### config.mk
export PLATFORM = sky130hd
export DESIGN_NAME = mc_table_loader
export DESIGN_NICKNAME = d
export VERILOG_FILES = /design/src/rtl/mc_table_loader.sv
export SDC_FILE = /design/constraint.sdc
export NUM_CORES = 1
export LEC_CHECK = 0
export CORE_MARGIN = 5
export CORE_UTILIZATION = 53
export DETAILED_ROUTE_END_ITERATION = 12
export GPL_TIMING_DRIVEN = 0
export PLACE_DENSITY = 0.84
export SYNTH_ARGS = -nofsm -noshare
export SYNTH_HDL_FRONTEND = slang
export SYNTH_SLANG_ARGS = --single-unit
### constraint.sdc
create_clock -name CLK -period 4 [get_ports CLK]
set_clock_uncertainty 0.05 [all_clocks]
set_input_delay 1 -clock CLK [delete_from_list [all_inputs] [get_ports CLK]]
set_output_delay 1 -clock CLK [all_outputs]
set_load 0.05 [all_outputs]
### src/rtl/mc_table_loader.sv
// Streams sigma then mu coefficient words into an MCCore buffer bank. It then swaps banks and pulses start once the core is idle.
// Writes land one cycle after acceptance. oReady drops from the last mu word until the start pulse.
module mc_table_loader #(
    parameter int pathWidth = 10,
    parameter int logT      = 9,
    parameter int T         = 512
) (
    input  logic                 CLK,
    input  logic                 iRstN,
    input  logic [17:0]          iData,
    input  logic                 iValid,
    output logic                 oReady,
    input  logic                 iCoreDone,
    output logic [pathWidth-1:0] oSigmaWriteAddress,
    output logic [17:0]          oSigmaWriteData,
    output logic                 oSigmaWE,
    output logic [logT-1:0]      oMuWriteAddress,
    output logic [17:0]          oMuWriteData,
    output logic                 oMuWE,
    output logic                 oSwitch,
    output logic                 oStart,
    output logic [15:0]          oSwapCount
);

    typedef enum logic [2:0] {
        LOAD_SIGMA,
        LOAD_MU,
        WAIT_CORE,
        SWAP,
        START
    } state_t;

    localparam logic [pathWidth-1:0] SIG_LAST = '1;
    localparam logic [logT-1:0]      MU_LAST  = logT'(T - 1);

    state_t               r_state;
    state_t               w_next;
    logic [pathWidth-1:0] r_sig_cnt;
    logic [logT-1:0]      r_mu_cnt;
    logic                 r_running;
    logic                 r_done_seen;
    logic                 r_ready;
    logic                 r_switch;
    logic                 r_start;
    logic [15:0]          r_swap_cnt;
    logic [pathWidth-1:0] r_sig_addr;
    logic [17:0]          r_sig_data;
    logic                 r_sig_we;
    logic [logT-1:0]      r_mu_addr;
    logic [17:0]          r_mu_data;
    logic                 r_mu_we;

    logic                 w_accept;
    logic                 w_sig_acc;
    logic                 w_mu_acc;
    logic                 w_done_ok;

    // oReady is registered, so it already encodes "in a load state and out of reset".
    assign w_accept  = iValid && r_ready;
    assign w_sig_acc = w_accept && (r_state == LOAD_SIGMA);
    assign w_mu_acc  = w_accept && (r_state == LOAD_MU);
    assign w_done_ok = iCoreDone && r_running && (r_state != SWAP);

    always_comb begin
        w_next = r_state;
        case (r_state)
            LOAD_SIGMA: if (w_sig_acc && (r_sig_cnt == SIG_LAST)) w_next = LOAD_MU;
            LOAD_MU:    if (w_mu_acc && (r_mu_cnt == MU_LAST))    w_next = WAIT_CORE;
            // A done arriving this very cycle releases the wait without a latch round-trip.
            WAIT_CORE:  if (!r_running || r_done_seen || w_done_ok) w_next = SWAP;
            SWAP:       w_next = START;
            START:      w_next = LOAD_SIGMA;
            default:    w_next = LOAD_SIGMA;
        endcase
    end

    always_ff @(posedge CLK or negedge iRstN) begin
        if (!iRstN) begin
            r_state     <= LOAD_SIGMA;
            r_sig_cnt   <= '0;
            r_mu_cnt    <= '0;
            r_running   <= 1'b0;
            r_done_seen <= 1'b0;
            r_ready     <= 1'b0;
            r_switch    <= 1'b0;
            r_start     <= 1'b0;
            r_swap_cnt  <= '0;
            r_sig_addr  <= '0;
            r_sig_data  <= '0;
            r_sig_we    <= 1'b0;
            r_mu_addr   <= '0;
            r_mu_data   <= '0;
            r_mu_we     <= 1'b0;
        end else begin
            r_state  <= w_next;
            r_ready  <= (w_next == LOAD_SIGMA) || (w_next == LOAD_MU);
            r_start  <= (r_state == SWAP);
            r_sig_we <= w_sig_acc;
            r_mu_we  <= w_mu_acc;

            if (w_sig_acc) begin
                r_sig_addr <= r_sig_cnt;
                r_sig_data <= iData;
                r_sig_cnt  <= (r_sig_cnt == SIG_LAST) ? '0 : r_sig_cnt + pathWidth'(1);
            end

            if (w_mu_acc) begin
                r_mu_addr <= r_mu_cnt;
                r_mu_data <= iData;
                r_mu_cnt  <= (r_mu_cnt == MU_LAST) ? '0 : r_mu_cnt + logT'(1);
            end

            if (r_state == START) begin
                r_running <= 1'b1;
            end

            if (r_state == SWAP) begin
                r_done_seen <= 1'b0;
                r_switch    <= ~r_switch;
                r_swap_cnt  <= r_swap_cnt + 16'd1;
            end else if (w_done_ok) begin
                r_done_seen <= 1'b1;
            end
        end
    end

    assign oReady             = r_ready;
    assign oSigmaWriteAddress = r_sig_addr;
    assign oSigmaWriteData    = r_sig_data;
    assign oSigmaWE           = r_sig_we;
    assign oMuWriteAddress    = r_mu_addr;
    assign oMuWriteData       = r_mu_data;
    assign oMuWE              = r_mu_we;
    assign oSwitch            = r_switch;
    assign oStart             = r_start;
    assign oSwapCount         = r_swap_cnt;

endmodule

# --- Word-level counts from Yosys, hierarchy flattened ---
# Cells that the tools add are included.
totals:
  reg_bits: 100
  latch_bits: 0
  ramBits: 0
  rom_bits: 0
  output_inout_bits: 76
  elab_cells: 49
  memories: 0
op_classes:
  n_addsub: 3
  mul: 0
  div: 0
  n_lt_le_gt_ge: 0
  n_eq_ne: 8
  shifts: 0
  muxes: 8
  n_bitwise: 1
  reduce_logical: 14
ops:
  columns: ["operator", "count"]
  rows:
  - ["16-bit by 1-bit adder with 16-bit output (second input constant)", 1]
  - ["3-bit case mux with 4 select lines", 1]
  - ["10-bit by 1-bit adder with 10-bit output (second input constant)", 1]
  - ["10-bit equality test (second input constant)", 1]
  - ["10-bit two-way mux", 1]
  - ["9-bit by 1-bit adder with 9-bit output (second input constant)", 1]
  - ["9-bit equality test (second input constant)", 1]
  - ["3-bit two-way mux", 3]
  - ["9-bit two-way mux", 1]
  - ["1-bit logical AND", 7]
  - ["3-bit by 1-bit equality test with 1-bit output (second input constant)", 2]
  - ["3-bit by 2-bit equality test with 1-bit output (second input constant)", 2]
  - ["3-bit zero test", 2]
  - ["3-bit equality test (second input constant)", 1]
  - ["1-bit logical OR", 3]
  - ["3-bit by 2-bit inequality test with 1-bit output (second input constant)", 1]
  - ["1-bit two-way mux", 2]
  - ["2-bit nonzero test", 1]
  - ["1-bit zero test", 1]
  - ["1-bit NOT", 1]

# --- Depth between registers and ports, before layout ---
# Gate-level depths: netlist of the first run.
logic_depth:
  word_depth: 7
  mapped_depth: 8

# --- Least setup slack after synthesis of the first run ---
# Ideal clock, no wire load.
synth_timing:
  path_type: "in2reg"
  from: "in iValid"
  to: "reg r_mu_cnt[5]"
  t_arrival_ns: 1.757
  t_required_ns: 3.804
  slack_ns: 2.048
  cell_stages: 7
  path_cell_list: "and3b_1 buf_2 nand3b_4 inv_2 buf_4 nand3_1 o311ai_0"
synth_between:
  elab_chain_len: 2
synth_lines:
  columns: ["element", "line", "rtl"]
  rows:
  - ["from (decl)", "11", "input logic iValid,"]
  - ["1-bit logical AND", "59", "assign w_accept = iValid && r_ready;"]
  - ["1-bit logical AND", "61", "assign w_mu_acc = w_accept && (r_state == LOAD_MU);"]
  - ["to (signal assigned)", "110", "r_mu_cnt <= (r_mu_cnt == MU_LAST) ? '0 : r_mu_cnt + logT'(1);"]
  - ["to (decl)", "39", "logic [logT-1:0] r_mu_cnt;"]
# No other way between the ends.
# A chain may end at the register's enable or synchronous reset.

# --- Worst setup path after layout of the first run ---
layout_timing:
  from: "reg r_swap_cnt[2] (netlist: oSwapCount[2])"
  to: "out oSwapCount[2]"
layout_rtl:
  columns: ["element", "line", "rtl"]
  rows:
  - ["from (decl)", "45", "logic [15:0] r_swap_cnt;"]
  - ["from (signal assigned)", "120", "r_swap_cnt <= r_swap_cnt + 16'd1;"]
  - ["to (decl)", "22", "output logic [15:0] oSwapCount"]
# No word-level cell between the ends.

==> results.ini, run 1 <==
[outcome]
status=complete, no violations

[final_layout]
area_growth_syn_to_layout_pct=32.53
layout-drive-gt1-share=0.07904
n_antenna_cell=0
most-common-layout-cells=nand2_1 (183), dfrtp_1 (100), clkdlybuf4s50_1 (96)
final_common_cell=nand2_1
utilization=0.7148
nets=565

[power_and_ir_drop]
vdd_drop_max_mv=0.3605
seqPwrFrac=0.348
p_sw_uw=2049
pwr-share-comb=0.492
pwr-share-clk=0.160
swShare=0.4593
powerDensity_nw_per_um2=811.9
p_leak_uw=0.002773
internal-power_uw=2413

[worst_hold_path]
hp-class=flip-flop to flip-flop
hold_path_depth=2

[clocking]
cts_buffer_depth=2
cts.clk_slew.worst_paths_ns=0.09
post_cts_buffers=0
cts_tree=yes
cts-root-buf=clkbuf_8
cts_max_level=3
cts_buffers=9
hold_buffers=0
cts_resized=0
cts.sinks=100
clk-insertion-delay-late_ns=0.35

[synth]
ys.warnings.count=0
synthSimpleGateAreaFrac=0.2655
async_flop_share=1.000
synth-xor-area-share=0.04225
syn_area_um2=4146
postSynthAreaPerCell_um2=9.643
synth-adder-area-share=0.01207
ys_ff_latch=100
synth_ff_type=dfrtp_1
ys_types=39
synth_mux_area_frac=0
synth_top_family_by_area=simple AND/OR/NAND/NOR gates
synth_compound_area_frac=0.04737
ys_seq_area_frac=0.6035
synth_edf_count=0
syn_inst=430
synth_fp_nets=456

[routing]
drtIter0Drc=101
drc_errors=0
wl_per_cell_um=14.48
wirelength_um=9356
vias_per_cell=5.068
ant_nets=0
num_vias=3274
drtPass1Iterations=4

[timing]
worst_pin_slew_ns=0.5392
period_needed_ns=2.723
finalMaxSlewViolations=0
finalSetupViolCount=0
rsz0062_at_grt=no
layout_setup_ws_ns=1.277
finalHoldViolations=0
post-route-period-util=0.6808
fmax_mhz=367.2
tns_ns=0
max_slew_margin=0.6394

[place]
gp_congestion=0.8757
place_ws_ns=1.380
dp_hpwl_um=6954
buffer_ports.inserted=97

[critical_path]
setup.worst_path.start=oSwapCount[2]$_DFFE_PN0P_
cp_slowest_stage_delay_ns=0.85
rrSetupSlack_ns=1.77
crit_chain=clkdlybuf4s50_1
cp-end-kind=output port
worstPathMaxFanout=5
reg2reg_depth=8
regToRegEndpoint=r_mu_cnt[5]$_DFFE_PN0P_
path_buf_inv=1
r2r-start=r_mu_cnt[0]$_DFFE_PN0P_
cp_slowest_cell=clkdlybuf4s50_1
cpLargestDelayFamily=buffers and inverters
worstSetupPathType=flip-flop to output port
critPathRequiredTime_ns=2.95
worst-path-stages=1
worstPathArrival_ns=1.67
critical_path.endpoint=oSwapCount[2]
startpoint_type=flip-flop

[floorplan]
core_area_um2=7687
die_w_um=98.45
ios=98
die_y_um=98.45
initial_core_util=0.5394
row_count=32
die_area_um2=9692

[grt]
grt_pass1_wl_um=16170
antenna_found_initial=0
overflow=0
grt_max_degree=68
grt_pass1_vias=3342
grtUsageTotal=0.2035

[flow_run]
drv_cap=0

Yosys cell counts (3+ instances only):
library cell	instances	share of area
a21o_1	4	0.0072
a21oi_1	5	0.0060
and2_1	5	0.0075
and3_1	6	0.0091
and4_1	3	0.0063
buf_2	13	0.016
buf_4	3	0.0054
dfrtp_1	100	0.60
ha_1	4	0.012
inv_1	6	0.0054
nand2_1	183	0.17
nand3_1	15	0.018
nand4_1	4	0.0060
nor2_1	15	0.014
nor2b_1	3	0.0045
nor3_1	3	0.0036
o21ai_0	10	0.012
o311ai_0	3	0.0063
xnor2_1	15	0.032
xor2_1	5	0.011
through the flow:
step | std cells | total power, uW | cell area [um^2] | hold WS (ns)
final | 646 | 4462 | 5495 | 0.4285
after CTS | 646 | 4502 | 5495 | 0.4356
after detailed placement | 630 | 3788 | 5270 | 0.4125
after global routing | 646 | 4724 | 5495 | 0.4494
after global placement | 629 | 3712 | 5245 | 0.4037
after floorplan | 430 | 3013 | 4146 | 0.3915
flip-flops by register name, indices dropped and copies added, names as in the netlist, 3 cells and up:
signal and cells:
oSigmaWriteAddress 10, r_sig_cnt 10, oSigmaWriteData 18, oMuWriteData 18, r_state 3, oSwapCount 16
oMuWriteAddress 9, r_mu_cnt 9
cells by family (layout without fill, tap and decap cells):
group | Yosys count | after routing
AO/OA/AOI/OAI | 31 | 31
XOR/XNOR | 20 | 20
adder cells (fa/ha/maj) | 4 | 4
buffers and inverters | 25 | 139
flip-flops | 100 | 100
AND/OR/NAND/NOR | 250 | 250
cell type report:
cell class                 instances  area (um^2)
buffer                            17        91.34
clock buffer                      11        141.4
clock inverter                     5        83.83
fill                             592         2192
inverter                           8        30.03
multi-input combinational        305         1523
sequential                       100         2502
tap                              102        127.6
timing repair buffer              98        996.0
routing by layer:
metal / up-vias / GRT usage / routed length [um]
met4: 0 / 0.06303 / 116
met2: 76 / 0.3349 / 4622
li1: 1599 / - / -
met1: 1588 / 0.2788 / 4205
met3: 11 / 0.03468 / 410
met5: - / 0 / 0
worst min path at each step:
stage / slack, ns / to / start
after CTS: 0.44 / oMuWriteAddress[8]$_DFFE_PN0P_ / oMuWriteAddress[8]$_DFFE_PN0P_
final: 0.43 / oMuWriteAddress[8]$_DFFE_PN0P_ / oMuWriteAddress[8]$_DFFE_PN0P_
after detailed placement: 0.41 / oSigmaWriteAddress[6]$_DFFE_PN0P_ / oSigmaWriteAddress[6]$_DFFE_PN0P_
after floorplan: 0.39 / r_running$_DFFE_PN0N_ / r_running$_DFFE_PN0N_
after global routing: 0.45 / oSigmaWriteAddress[3]$_DFFE_PN0P_ / oSigmaWriteAddress[3]$_DFFE_PN0P_
after global placement: 0.40 / r_running$_DFFE_PN0N_ / r_running$_DFFE_PN0N_
tightest hold or removal path: cells and delay by family, from the launching register on:
kind,cells,cell delay (ns)
DFF,1,0.35
and+or+nand+nor,2,0.10
power groups by stage:
stage,registers [uW],clock network (uW),logic [uW]
finish,1550,713,2200
floorplan,2410,0,606
CTS,1560,728,2220
global placement,1560,0,2160
global route,1600,774,2350
detailed placement,1580,0,2210
(Power assumes the default switching activity.)
==> inputs of run 2 (changes only) <==
--- a/config.mk
+++ b/config.mk
@@ -6,10 +6,10 @@
 export NUM_CORES = 1
 export LEC_CHECK = 0
 export CORE_MARGIN = 5
-export CORE_UTILIZATION = 53
+export CORE_UTILIZATION = 50
 export DETAILED_ROUTE_END_ITERATION = 12
 export GPL_TIMING_DRIVEN = 0
-export PLACE_DENSITY = 0.84
+export PLACE_DENSITY = 0.8
 export SYNTH_ARGS = -nofsm -noshare
 export SYNTH_HDL_FRONTEND = slang
 export SYNTH_SLANG_ARGS = --single-unit
==> constraint.sdc (replaced) <==
create_clock -name CLK -period 2.6 [get_ports CLK]
set_clock_uncertainty 0.05 [all_clocks]
set_input_delay 0.65 -clock CLK [delete_from_list [all_inputs] [get_ports CLK]]
set_output_delay 0.65 -clock CLK [all_outputs]
set_load 0.05 [all_outputs]
==> run 2 against run 1 <==
Core utilization down 4.5 points. Clock power up 25%. Sequential power increased by 54%.
==> results.ini, run 2 (same netlist as run 1, synthesis figures left out) <==
[critical_path]
crit_chain=clkdlybuf4s50_1
worst-path-stages=1  ; unchanged
cp_slowest_cell=clkdlybuf4s50_1
rrSetupSlack_ns=0.35  ; -1.42 ns
worstPathMaxFanout=5  ; unchanged
critPathRequiredTime_ns=1.90  ; -1.05 ns
regToRegEndpoint=r_mu_cnt[6]$_DFFE_PN0P_
cpLargestDelayFamily=buffers and inverters
cp_slowest_stage_delay_ns=0.84  ; about the same
worstSetupPathType=flip-flop to output port
cp-end-kind=output port
r2r-start=r_mu_cnt[0]$_DFFE_PN0P_
reg2reg_depth=8  ; unchanged
setup.worst_path.start=oSwapCount[0]$_DFFE_PN0P_
startpoint_type=flip-flop
critical_path.endpoint=oSwapCount[0]
worstPathArrival_ns=1.65  ; -0.02 ns
path_buf_inv=1  ; unchanged

[floorplan]
die_area_um2=10210  ; +5.4%
row_count=33  ; +3.1%
core_area_um2=8134  ; +5.8%
die_y_um=101.1  ; +2.7%
ios=98  ; unchanged
die_w_um=101.1  ; +2.7%
initial_core_util=0.5098  ; -0.02962

[final_layout]
most-common-layout-cells=nand2_1 (183), dfrtp_1 (100), clkdlybuf4s50_1 (96)
num-fill-cells=651  ; +10%
layout-drive-gt1-share=0.07904  ; unchanged
area_growth_syn_to_layout_pct=31.38
final_common_cell=nand2_1
nets=565  ; unchanged
n_antenna_cell=0  ; unchanged
utilization=0.6697  ; -0.04510
final_area_um2=5448  ; -0.87%

[timing]
period_needed_ns=2.347
worst_pin_slew_ns=0.6085  ; +0.06928 ns
fmax_mhz=426.1
rsz0062_at_grt=no
finalMaxSlewViolations=0  ; unchanged
finalHoldViolations=0  ; unchanged
finalSetupViolCount=0  ; unchanged
max_slew_margin=0.5943  ; -0.04506
post-route-period-util=0.9027

[routing]
drc_errors=0  ; unchanged
wirelength_um=9486  ; +1.4%
vias_per_cell=5.085  ; +0.33%
met2_length_um=4691  ; +1.5%
top_layer_used=met4
drtIter0Drc=110  ; +8.9%
wl_per_cell_um=14.62  ; +0.92%
wl_met1_um=4199  ; -0.14%
ant_nets=0  ; unchanged
num_vias=3300  ; +0.79%
wl_met3_um=546  ; +33%
drtPass1Iterations=5  ; +1

[clocking]
clk-insertion-delay-late_ns=0.35  ; about the same
cts-root-buf=clkbuf_8
cts.clk_slew.worst_paths_ns=0.10  ; about the same
cts_buffers=9  ; unchanged
cts.sinks=100  ; unchanged
hold_buffers=0  ; unchanged
cts_max_level=3  ; unchanged
cts_tree=yes
post_cts_buffers=0  ; unchanged
cts_buffer_depth=2  ; unchanged
cts_resized=0  ; unchanged

[place]
gp_congestion=0.8388  ; -4.2%
buffer_ports.inserted=97  ; unchanged
dp_hpwl_um=6943  ; -0.16%
place_area_um2=5274  ; about the same

[grt]
antenna_found_initial=0  ; unchanged
grt_pass1_vias=3330  ; -0.36%
grtUsageTotal=0.1970  ; -0.006544
overflow=0  ; unchanged
grt_max_degree=55  ; -19%
grt_pass1_wl_um=16080  ; -0.56%

[worst_hold_path]
hp-class=primary input to async pin

[flow_run]
drv_cap=0  ; unchanged

[power_and_ir_drop]
powerDensity_nw_per_um2=1225  ; +51%
p_leak_uw=0.002750  ; -0.81%
fin_total_pwr_uw=6674  ; +50%
vdd_drop_max_mv=0.4495  ; +25%

[outcome]
status=complete, no violations

==> run 2: cell types whose count changed in the layout (fill, tap and decap cells not counted) <==
cell / previous run / this run
inv_6: 1 / 3
clkbuf_8: 10 / 9
clkinv_2: 0 / 1
bufinv_16: 2 / 0
==> run 2: worst min path at each step <==
stage | end | start | depth (start not counted) | slack (ns)
floorplan | oMuWE$_DFF_PN0_ | iRstN | 0 | 0.30
global placement | r_running$_DFFE_PN0N_ | r_running$_DFFE_PN0N_ | 1 | 0.40
detailed placement | oSigmaWriteData[7]$_DFFE_PN0P_ | oSigmaWriteData[7]$_DFFE_PN0P_ | 2 | 0.41
CTS | oMuWriteAddress[0]$_DFFE_PN0P_ | iRstN | 1 | 0.25
global route | oMuWriteAddress[0]$_DFFE_PN0P_ | iRstN | 1 | 0.29
finish | oMuWriteAddress[0]$_DFFE_PN0P_ | iRstN | 1 | 0.24
==> run 2: through the flow <==
step	setup WS (ns)	std cells	setup TNS, ns	hold slack, ns
after CTS	0.2318	649	0	0.2522
after global routing	0.09438	649	0	0.2892
final	0.2530	649	0	0.2418
after detailed placement	0.3152	633	0	0.4111
after global placement	-2.797	632	-279.11	0.4041
after floorplan	0.7261	430	0	0.3044
==> run 2: layout make-up <==
class / count / area [um^2] / share of cell area
Multi-Input combinational cell: 305 / 1523 / 0.2795
Tap cell: 105 / 131.4 / 0.02412
Sequential cell: 100 / 2502 / 0.4593
Inverter: 8 / 30.03 / 0.005512
Buffer: 17 / 91.34 / 0.01677
Timing Repair Buffer: 98 / 996.0 / 0.1828
Clock buffer: 10 / 127.6 / 0.02343
Clock inverter: 6 / 46.29 / 0.008498
==> run 2: routing by layer <==
metal | track usage | up-vias
li1 | - | 1605
met1 | 0.2731 | 1601
met2 | 0.3154 | 87
met3 | 0.03737 | 7
met4 | 0.06033 | 0
met5 | 0 | -
==> run 2: power by group <==
part | switching (uW) | internal, uW | leakage (uW) | total [uW]
logic | 2300 | 1090 | 0.00140 | 3390
registers | 342 | 2050 | 0.00127 | 2390
clock network | 533 | 357 | 0.0000837 | 891
total | 3180 | 3500 | 0.00275 | 6670
==> inputs of run 3 (changes only) <==
--- a/config.mk
+++ b/config.mk
@@ -9,6 +9,7 @@
 export CORE_UTILIZATION = 50
 export DETAILED_ROUTE_END_ITERATION = 12
 export GPL_TIMING_DRIVEN = 0
+export HOLD_SLACK_MARGIN = 0.05
 export PLACE_DENSITY = 0.8
 export SYNTH_ARGS = -nofsm -noshare
 export SYNTH_HDL_FRONTEND = slang
==> results of run 3 <==
The final DEF is identical to that of run 2; final timing and power are the same.
